`config.mk`:
```
export PLATFORM = sky130hd
export DESIGN_NAME = regfile_bank
export DESIGN_NICKNAME = d
export VERILOG_FILES = /design/src/rtl/regfile_bank.sv
export SDC_FILE = /design/constraint.sdc
export NUM_CORES = 1
export LEC_CHECK = 0
export BUFFER_PORTS_ARGS = -buffer_cell sky130_fd_sc_hd__buf_2
export CAP_MARGIN = 20
export CORE_AREA = 4 4 425 427
export CTS_BUF_LIST = sky130_fd_sc_hd__clkbuf_16
export CTS_CLUSTER_DIAMETER = 150
export DETAILED_ROUTE_END_ITERATION = 7
export DIE_AREA = 0 0 429 431
export MAX_ROUTING_LAYER = met4
export PLACE_DENSITY = 0.51
export SETUP_SLACK_MARGIN = 0.02
export SYNTH_ARGS = -nofsm -noshare
export SYNTH_HDL_FRONTEND = slang
export SYNTH_SLANG_ARGS = --single-unit
```
`constraint.sdc`:
```
create_clock -name clock -period 2.1 [get_ports clock]
set_input_delay 0.63 -clock clock [delete_from_list [all_inputs] [get_ports clock]]
set_output_delay 0.63 -clock clock [all_outputs]
set_load 0.03 [all_outputs]
```
`src/rtl/regfile_bank.sv`:
```
// 32-entry architectural register file with a single write port and a pending-write
// scoreboard (busy vector + sticky orphan-write flag). Register 0 reads as zero.
module regfile_bank #(
    parameter int unsigned           WIDTH       = 32,
    parameter logic [WIDTH-1:0]      RESET_VALUE = '0
) (
    input  logic                  clock,
    input  logic                  reset_n,
    input  logic                  write_enable,
    input  logic [4:0]            write_reg,
    input  logic [WIDTH-1:0]      write_data,
    input  logic                  issue_valid,
    input  logic [4:0]            issue_reg,
    output logic [32*WIDTH-1:0]   regs_flat,
    output logic [31:0]           busy,
    output logic                  orphan_write
);

    logic [WIDTH-1:0] regs_q [1:31];
    logic [WIDTH-1:0] regs_d [1:31];
    logic [31:0]      busy_q, busy_d;
    logic             orphan_q, orphan_d;

    always_comb begin
        for (int unsigned k = 1; k < 32; k++) begin
            regs_d[k] = regs_q[k];
            if (write_enable && (write_reg == 5'(k))) begin
                regs_d[k] = write_data;
            end
        end
    end

    // Issue takes priority over a same-cycle writeback: the newer producer owns the register.
    always_comb begin
        busy_d    = busy_q;
        busy_d[0] = 1'b0;
        for (int unsigned k = 1; k < 32; k++) begin
            if (issue_valid && (issue_reg == 5'(k))) begin
                busy_d[k] = 1'b1;
            end else if (write_enable && (write_reg == 5'(k))) begin
                busy_d[k] = 1'b0;
            end
        end
    end

    always_comb begin
        orphan_d = orphan_q;
        if (write_enable && (write_reg != 5'd0) && !busy_q[write_reg]
            && !(issue_valid && (issue_reg == write_reg))) begin
            orphan_d = 1'b1;
        end
    end

    always_ff @(posedge clock or negedge reset_n) begin
        if (!reset_n) begin
            for (int unsigned k = 1; k < 32; k++) begin
                regs_q[k] <= RESET_VALUE;
            end
            busy_q   <= '0;
            orphan_q <= 1'b0;
        end else begin
            for (int unsigned k = 1; k < 32; k++) begin
                regs_q[k] <= regs_d[k];
            end
            busy_q   <= busy_d;
            orphan_q <= orphan_d;
        end
    end

    always_comb begin
        regs_flat[WIDTH-1:0] = '0;
        for (int unsigned k = 1; k < 32; k++) begin
            regs_flat[k*WIDTH +: WIDTH] = regs_q[k];
        end
    end

    assign busy         = busy_q;
    assign orphan_write = orphan_q;

endmodule

```
# After elaboration in Yosys (flattened, before gate mapping)
# Cells that the tools add are included.
[totals]
inputBits = 46
elab_cells = 291
out_inout_bits = 1057
register_bits = 1024
[op_classes]
n_mux = 64
magnitude_cmp = 1
eq_ne = 63
reduce_logical = 100
[ops]
columns = ["cell", "count"]
rows = [
  ["$eq A5 B5 Y1 const B", 32],
  ["$eq A5 B4 Y1 const B", 16],
  ["$logic_and A1 B1 Y1", 66],
  ["$mux W1", 63],
  ["$reduce_bool A2 Y1", 31],
  ["$eq A5 B3 Y1 const B", 8],
  ["$eq A5 B2 Y1 const B", 4],
  ["$eq A5 B1 Y1 const B", 2],
  ["$lt A5 B6 Y1 const B", 1],
  ["$bmux W1 S5", 1],
  ["$eq A5 B5 Y1", 1],
  ["$reduce_bool A5 Y1", 1],
  ["$logic_not A1 Y1", 2],
]

# Longest topological paths before layout
# Gate-level depths: netlist (run 1).
[logic_depth]
depth_word = 5
ltp_mapped = 7
depth_no_buf = 5

# Worst setup path after synthesis (run 1)
# OpenSTA, ideal clock, no wires.
[synth_path]
path_type = "in2reg"
start = "in write_reg[1]"
end = "reg regs_q (netlist bit regs_flat[386])"
cell_stages = 7
path_buffers = 3
setup_ns = 0.125
required_ns = 1.975
slack_ns = -0.075
arrival_ns = 2.049
path_cell_list = "buf_4 nand2b_4 or2_4 or3_1 buf_2 buf_6 mux2_4"
[synth_between]
elab_chain_len = 2
[synth_lines]
columns = ["element", "line", "rtl"]
rows = [
  ["from (decl)", "10", "input logic [4:0] write_reg,"],
  ["$eq A5 B4 Y1", "27", "if (write_enable && (write_reg == 5'(k))) begin"],
  ["$logic_and A1 B1 Y1", "27", ""],
  ["to (signal, indexed assignment)", "63", "regs_q[k] <= regs_d[k];"],
  ["to (decl)", "19", "logic [WIDTH-1:0] regs_q [1:31];"],
]
# No other way between the ends.
# A chain may end at the register's enable or synchronous reset.

# Worst setup path after layout (run 1)
[layout_path]
start = "reg busy_q[24], in the netlist busy[24]"
end = "out busy[24]"
[layout_rtl]
columns = ["element", "line", "rtl"]
rows = [
  ["from (decl)", "21", "logic [31:0] busy_q, busy_d;"],
  ["from (signal assigned)", "65", "busy_q <= busy_d;"],
  ["to (decl)", "15", "output logic [31:0] busy,"],
]
# No word-level cell between the ends.

==> metrics.yaml, run 1 <==
outcome: "completed"
root_buffer: "clkbuf_16"
rsz0062_at_grt: "yes"
final_cell_mix: "1014 x dfrtp_1, 1007 x buf_2, 932 x mux2_2"
insertion_delay_ps: 760
worst-path-buf-inv: 1
cp_top_family: "flip-flops"
yosys_warnings: 0
skew_ps: 16.0
drt_pre_antenna_iters: 5
grt_overflow: 0
layout_setup_ws_ps: 78.0
synth_edf_count: 0
pin_count: 1103
cts_tree: "yes"
synthCells: 2412
dp.cells: 5824
required_ps: 1470
crit_path_start_kind: "flop"
fmax_mhz: 495
max_stage_delay_ps: 440
grt_pass1_wl_mm: 224
critPathArrivalTime_ps: 1390
place_ws_ps: -296
remaining_drc_errors: 0
start_util_pct: 22.3
end_kind: "output pin"
p_total_mw: 64.8
yosysTopAreaCell: "dfrtp_1"
avgViaCountPerCell: 4.27
slowest_stage: "dfrtp_2"
synth_cell_type_count: 45
wl_per_cell_um: 26.7
setup_violations: 0
path_clk_slew_ps: 60
p_per_area_mw_per_mm2: 1210
cts_buffers: 115
holdWs_ps: 255
dieHeight_um: 431
min_period_ps: 2020
hold_viol: 0
cts_sinks: 1024
synth_top_cells_by_area: "dfrtp_1 65%, mux2_2 27%, buf_4 1.1%"
dp_hpwl_mm: 117
layout-area-overhead-vs-synth_pct: 36.1
port_buffers: 1069
die_x_um: 429
p_leak_nw: 27.0
detail-route-antenna-nets: 0
dieArea_mm2: 0.185
core-area_mm2: 0.176
hp-class: "in2reg"
cp_max_fo: 3
grt_use_total_pct: 17.5
synth.avg_cell_area_um2: 16.3
antenna_found_initial: 19
gp_congestion: 0.813
ys_ff_latch: 1024
fin_tns_setup_ps: 0
final_cells: 6072
synth_top_cell_area_share_pct: 65.3
crit_type: "reg2out"
cts_buffer_depth: 3
path_cells: "buf_8"
synthArstFlopShare_pct: 100
drive_gt1_share_pct: 66.6
grt_pass1_vias: 27200
final_common_cell: "dfrtp_1"
nNetsFinal: 3676
num_vias: 25900
drv_cap: 0
tightest_slew_ps: 1050
synthFlopType: "dfrtp_1"
h-tree-depth: 3
nFillCells: 17900
first_iter_violations: 1370
wl_mm: 162
finalMaxSlewViolations: 0
rows: 154
netlist_area_mm2: 0.0392
ys_seq_area_share_pct: 65.3
grt_max_degree: 57
relSlewSlack_pct: 29.7
period_share_pct: 96.3
peakVddDrop_mv: 0.811
repair_timing:
item / in CTS / in global routing
buffers inserted: 26 / 2
endpoints found under the setup margin: 54 / 17
hold endpoints to repair: 4 / 0
pin swaps: 0 / 0
hold buffers: 1 / 0
resized for setup: 109 / 11
report_power, final:
part,internal (mW),switching (mW),total (mW)
combinational,6.29,13.3,19.6
sequential,23.6,2.07,25.7
clock,11.0,8.44,19.5
flip-flops by register name, summed over array words and instances, names as in the netlist:
register	flops
regs_flat	992
busy	31
orphan_write	1
path summary, 6_finish.rpt:
| kind | from | slack, ps | cells after the start | to |
|---|---|---|---|---|
| max | busy[24] | 80 | 1 | busy[24] |
| min | issue_reg[2] | 250 | 2 | busy[3] |
| max reg2reg | busy[13] | 400 | 6 | orphan_write |
| min reg2reg | regs_flat[830] | 480 | 1 | regs_flat[830] |
| max in group asynchronous | reset_n | 750 | 4 | regs_flat[600] |
| min in group asynchronous | reset_n | 490 | 2 | regs_flat[274] |
final cells by class:
cell class	instances	area (µm²)	share of cell area, %
clock buffer	117	2930	5.48
tap	2340	2930	5.48
inverter	18	67.6	0.127
clock inverter	91	686	1.28
timing repair buffer	1311	8590	16.1
antenna	11	27.5	0.0516
multi-input combinational	1160	12500	23.5
sequential	1024	25600	48.0
per-layer routing:
layer / vias to the layer above / share of wire [%] / GRT usage [%]
li1: 10800 / - / -
met1: 14000 / 39 / 19.8
met2: 845 / 53 / 31.1
met3: 243 / 5.0 / 3.59
met4: 0 / 3.1 / 5.42
met5: - / 0 / -
synthesized netlist by cell type, drive strengths merged, types with 5 or more instances:
| master | instances |
|---|---|
| clkbuf | 104 |
| buf | 138 |
| nor2b | 6 |
| nor3 | 12 |
| dfrtp | 1024 |
| mux4 | 7 |
| o22ai | 11 |
| inv | 18 |
| mux2 | 992 |
| nand2 | 26 |
| a22o | 8 |
| nor2 | 11 |
| nand3 | 6 |
| nand2b | 5 |
through the flow:
step                instance area, µm²  util (%)
floorplan                        39400         -
global route                     53400      30.3
CTS                              53300      30.3
finish                           53400      30.3
global placement                 49200      27.9
detailed placement               49200      27.9
kinds of logic after synthesis:
family | count (synthesis) | share of synthesized area (%)
DFF | 1024 | 65.3
muxes | 1003 | 29.3
buffers and inverters | 260 | 3.34
and+or+nand+nor | 83 | 1.24
AOI/OAI and AO/OA | 36 | 0.689
xor gates and xnor gates | 5 | 0.112
other | 1 | 0.00956
Power figures use the tool's default switching activity.
==> run 2, diff against run 1 <==
- PLACE_DENSITY: 0.51 -> not set
- PLACE_DENSITY_LB_ADDON: not set -> 0.2
==> metrics.yaml, run 2 (synthesis gave the netlist of run 1 again) <==
outcome: "completed"
cp_max_fo: 2
period_share_pct: 94.8
grt_max_degree: 94
skew_ps: 8.35
remaining_drc_errors: 0
p_leak_nw: 26.8
pin_count: 1103
die_x_um: 429
grt_overflow: 0
cts_sinks: 1024
grt_pass1_vias: 26300
port_buffers: 1069
final_common_cell: "dfrtp_1"
wl_per_cell_um: 27.5
final_cells: 6017
p_total_mw: 64.5
grt_use_total_pct: 17.9
detail-route-antenna-nets: 0
max_stage_delay_ps: 430
fin_util_pct: 30.1
grt_pass1_wl_mm: 226
relSlewSlack_pct: 27.6
dieArea_mm2: 0.185
drv_cap: 0
layout-area-overhead-vs-synth_pct: 35.2
path_cells: "buf_6"
final_cell_mix: "1021 x dfrtp_1, 973 x buf_2, 932 x mux2_2"
setup_violations: 0
cts_buffers: 115
start_util_pct: 22.3
antenna_found_initial: 16
rsz0062_at_grt: "yes"
hold_viol: 0
path_clk_slew_ps: 60
cp_top_family: "flip-flops"
end_kind: "output pin"
place_ws_ps: -335
required_ps: 1470
cts_tree: "yes"
worst-path-buf-inv: 1
wl_mm: 165
hp-class: "in2reg"
p_per_area_mw_per_mm2: 1220
layout_setup_ws_ps: 110
finalMaxSlewViolations: 0
final_area_mm2: 0.0530
drive_gt1_share_pct: 65.7
crit_type: "reg2out"
num_vias: 25300
drt_pre_antenna_iters: 5
insertion_delay_ps: 740
slowest_stage: "dfrtp_1"
peakVddDrop_mv: 0.663
critPathArrivalTime_ps: 1360
core-area_mm2: 0.176
min_period_ps: 1990
largest_reg_flops: 992
dp.cells: 5785
cts_buffer_depth: 3
fmax_mhz: 503
dieHeight_um: 431
placed_area_mm2: 0.0489
h-tree-depth: 3
first_iter_violations: 1117
rows: 154
dp_hpwl_mm: 119
avgViaCountPerCell: 4.21
crit_path_start_kind: "flop"
tightest_slew_ps: 1090
nNetsFinal: 3628
root_buffer: "clkbuf_16"
gp_congestion: 0.759
-- run 2: changes by cell type in the layout (fill, tap and decap cells not counted), moves of 6 or more --
cell / delta
dfrtp_2: -7
inv_1: +6
diode_2: -6
buf_2: -34
dfrtp_1: +7
clkbuf_4: -6
-- run 2: worst paths after layout --
check	start	slack [ps]	depth (start not counted)	to
setup / recovery	busy[14]	110	1	busy[14]
hold / removal	issue_reg[2]	210	2	busy[3]
setup reg to reg	busy[14]	410	6	orphan_write
hold reg to reg	regs_flat[125]	480	1	regs_flat[125]
max in group asynchronous	reset_n	750	3	regs_flat[978]
min in group asynchronous	reset_n	440	2	regs_flat[873]
-- run 2: report_power, final --
group	total [mW]	internal [mW]	leakage [nW]	switching (mW)
sequential	25.6	23.6	13.0	1.99
clock	19.3	10.9	1.86	8.43
combinational	19.7	6.24	11.8	13.4
-- run 2: cell type report --
type / instances / area (µm²)
Antenna cell: 5 / 12.5
Clock buffer: 115 / 2880
Clock inverter: 92 / 673
Fill cell: 18100 / 123000
Inverter: 18 / 67.6
Multi-Input combinational cell: 1160 / 12500
Sequential cell: 1024 / 25600
Tap cell: 2340 / 2930
Timing Repair Buffer: 1263 / 8320
-- run 2: through the flow --
| step | hold slack [ps] | setup TNS (ps) |
|---|---|---|
| 2_1_floorplan | 334 | -3040 |
| 3_3_place_gp | 466 | -177850 |
| 3_5_place_dp | 474 | -183650 |
| 4_1_cts | 94.0 | -38.1 |
| 5_1_grt | 157 | 0 |
| 6_report | 211 | 0 |
-- run 2: what timing repair did --
item | in CTS | in global routing
hold buffers | 1 | 0
setup endpoints to repair | 95 | 1
gates resized for setup | 134 | 0
setup buffers | 19 | 0
endpoints found under the hold margin | 3 | 0
-- run 2: layer usage --
metal  part of all wire, %  GRT usage, %  vias to the layer above
met4                   2.8          5.10                        0
met5                     0             -                        -
met2                    53          31.8                      783
met1                    39          20.2                    13600
li1                      -             -                    10700
met3                   5.4          4.01                      183
==> run 3, diff against run 2 <==
- BUFFER_PORTS_ARGS: -buffer_cell sky130_fd_sc_hd__buf_2 -> -buffer_cell sky130_fd_sc_hd__buf_4
==> metrics.yaml, run 3 (synthesis gave the netlist of run 1 again) <==
final_cells: 6017
dp.cells: 5771
setup_violations: 0
crit_type: "reg2out"
p_int_mw: 43.0
start_util_pct: 22.3
dieHeight_um: 431
cts_tree: "yes"
pin_count: 1103
layout-area-overhead-vs-synth_pct: 41.3
grt_pass1_vias: 26400
p_sw_share_pct: 36.2
required_ps: 1470
dieArea_mm2: 0.185
relSlewSlack_pct: 56.6
tightest_slew_ps: 652
outcome: "completed"
remaining_drc_errors: 0
hold_depth: 2
min_period_ps: 2010
power.switching_mw: 24.4
rr_startpoint: "busy[12]"
p_per_area_mw_per_mm2: 1220
worst-path-buf-inv: 1
max_stage_delay_ps: 460
cp_top_family: "flip-flops"
drv_cap: 0
p_leak_nw: 27.1
combPwrFrac_pct: 32.3
reg2reg_to: "orphan_write"
wl_per_cell_um: 27.9
worstRegToRegCells: 6
slowest_stage: "dfrtp_2"
largest_reg_flops: 992
hp-class: "in2reg"
fin_util_pct: 31.5
cts_buffers: 119
wl_mm: 168
insertion_delay_ps: 750
path_clk_slew_ps: 60
critPathArrivalTime_ps: 1380
final_common_cell: "buf_4"
dp_hpwl_mm: 120
grt_pass1_wl_mm: 229
core-area_mm2: 0.176
grt_max_degree: 107
avgViaCountPerCell: 4.21
die_x_um: 429
drive_gt1_share_pct: 65.6
final_cell_mix: "1119 x buf_4, 1020 x dfrtp_1, 932 x mux2_2"
min_to: "busy[3]"
r2r_slack_ps: 390
clock_power_share_pct: 29.5
fmax_mhz: 496
nNetsFinal: 3621
first_iter_violations: 1266
detail-route-antenna-nets: 0
port_buffers: 1069
hp-start: "issue_reg[2]"
num_vias: 25400
cts_buffer_depth: 3
sequentialPowerShare_pct: 38.3
crit_path_start_kind: "flop"
cts_sinks: 1024
rsz0062_at_grt: "yes"
gp_congestion: 0.770
cp_max_fo: 2
path_cells: "buf_6"
antenna_found_initial: 13
grt_overflow: 0
skew_ps: 5.86
fin_tns_setup_ps: 0
rows: 154
root_buffer: "clkbuf_16"
finalMaxSlewViolations: 0
drt_pre_antenna_iters: 5
end_kind: "output pin"
h-tree-depth: 3
grt_use_total_pct: 18.2
hold_viol: 0
peakVddDrop_mv: 0.769
holdWs_ps: 139
period_share_pct: 95.9
-- run 3: repair_timing --
action / CTS / global route
buffers inserted: 22 / 0
pin swaps: 0 / 0
resized for setup: 64 / 0
hold buffers: 1 / 0
hold endpoints to repair: 2 / 0
setup endpoints to repair: 55 / 1
-- run 3: layer usage --
metal	routed length (µm)	GRT usage (%)	vias up
li1	-	-	10700
met1	66100	20.5	13700
met4	4930	5.68	0
met5	0	-	-
met2	89100	32.2	706
met3	7930	3.87	190
-- run 3: how the worst max path moves through the flow --
stage	slack, ps	cells after the start	start	end
floorplan	-30	7	write_reg[1]	regs_flat[386]
global placement	-250	6	write_reg[1]	regs_flat[391]
detailed placement	-240	7	write_reg[1]	regs_flat[1011]
CTS	-20	1	busy[29]	busy[29]
global route	20	1	regs_flat[251]	regs_flat[251]
finish	90	1	regs_flat[251]	regs_flat[251]
-- run 3: power groups by stage --
stage | clock network (mW) | logic (mW) | registers [mW]
detailed placement | 0 | 21.8 | 26.1
floorplan | 0 | 3.92 | 33.6
finish | 19.9 | 21.8 | 25.8
global placement | 0 | 21.7 | 26.0
CTS | 20.6 | 22.1 | 25.8
global route | 21.4 | 22.6 | 26.3
-- run 3: final cells by class --
class                   instances  area, µm²
flip-flops and latches       1024      25600
inverters                      18       67.6
repair buffers               1252      10600
diodes                          6       15.0
clock inverters                97        672
well taps                    2340       2930
multi-input cells            1160      12500
clock buffers                 120       3000
fillers                     17900     121000
-- run 3: per-stage QoR --
stage,setup WS (ps),total power [mW],area [µm²]
finish,85.6,67.5,55400
detailed placement,-241,47.9,51300
global route,18.6,70.2,55400
floorplan,-30.5,37.5,39400
CTS,-22.1,68.6,55400
global placement,-249,47.7,51300
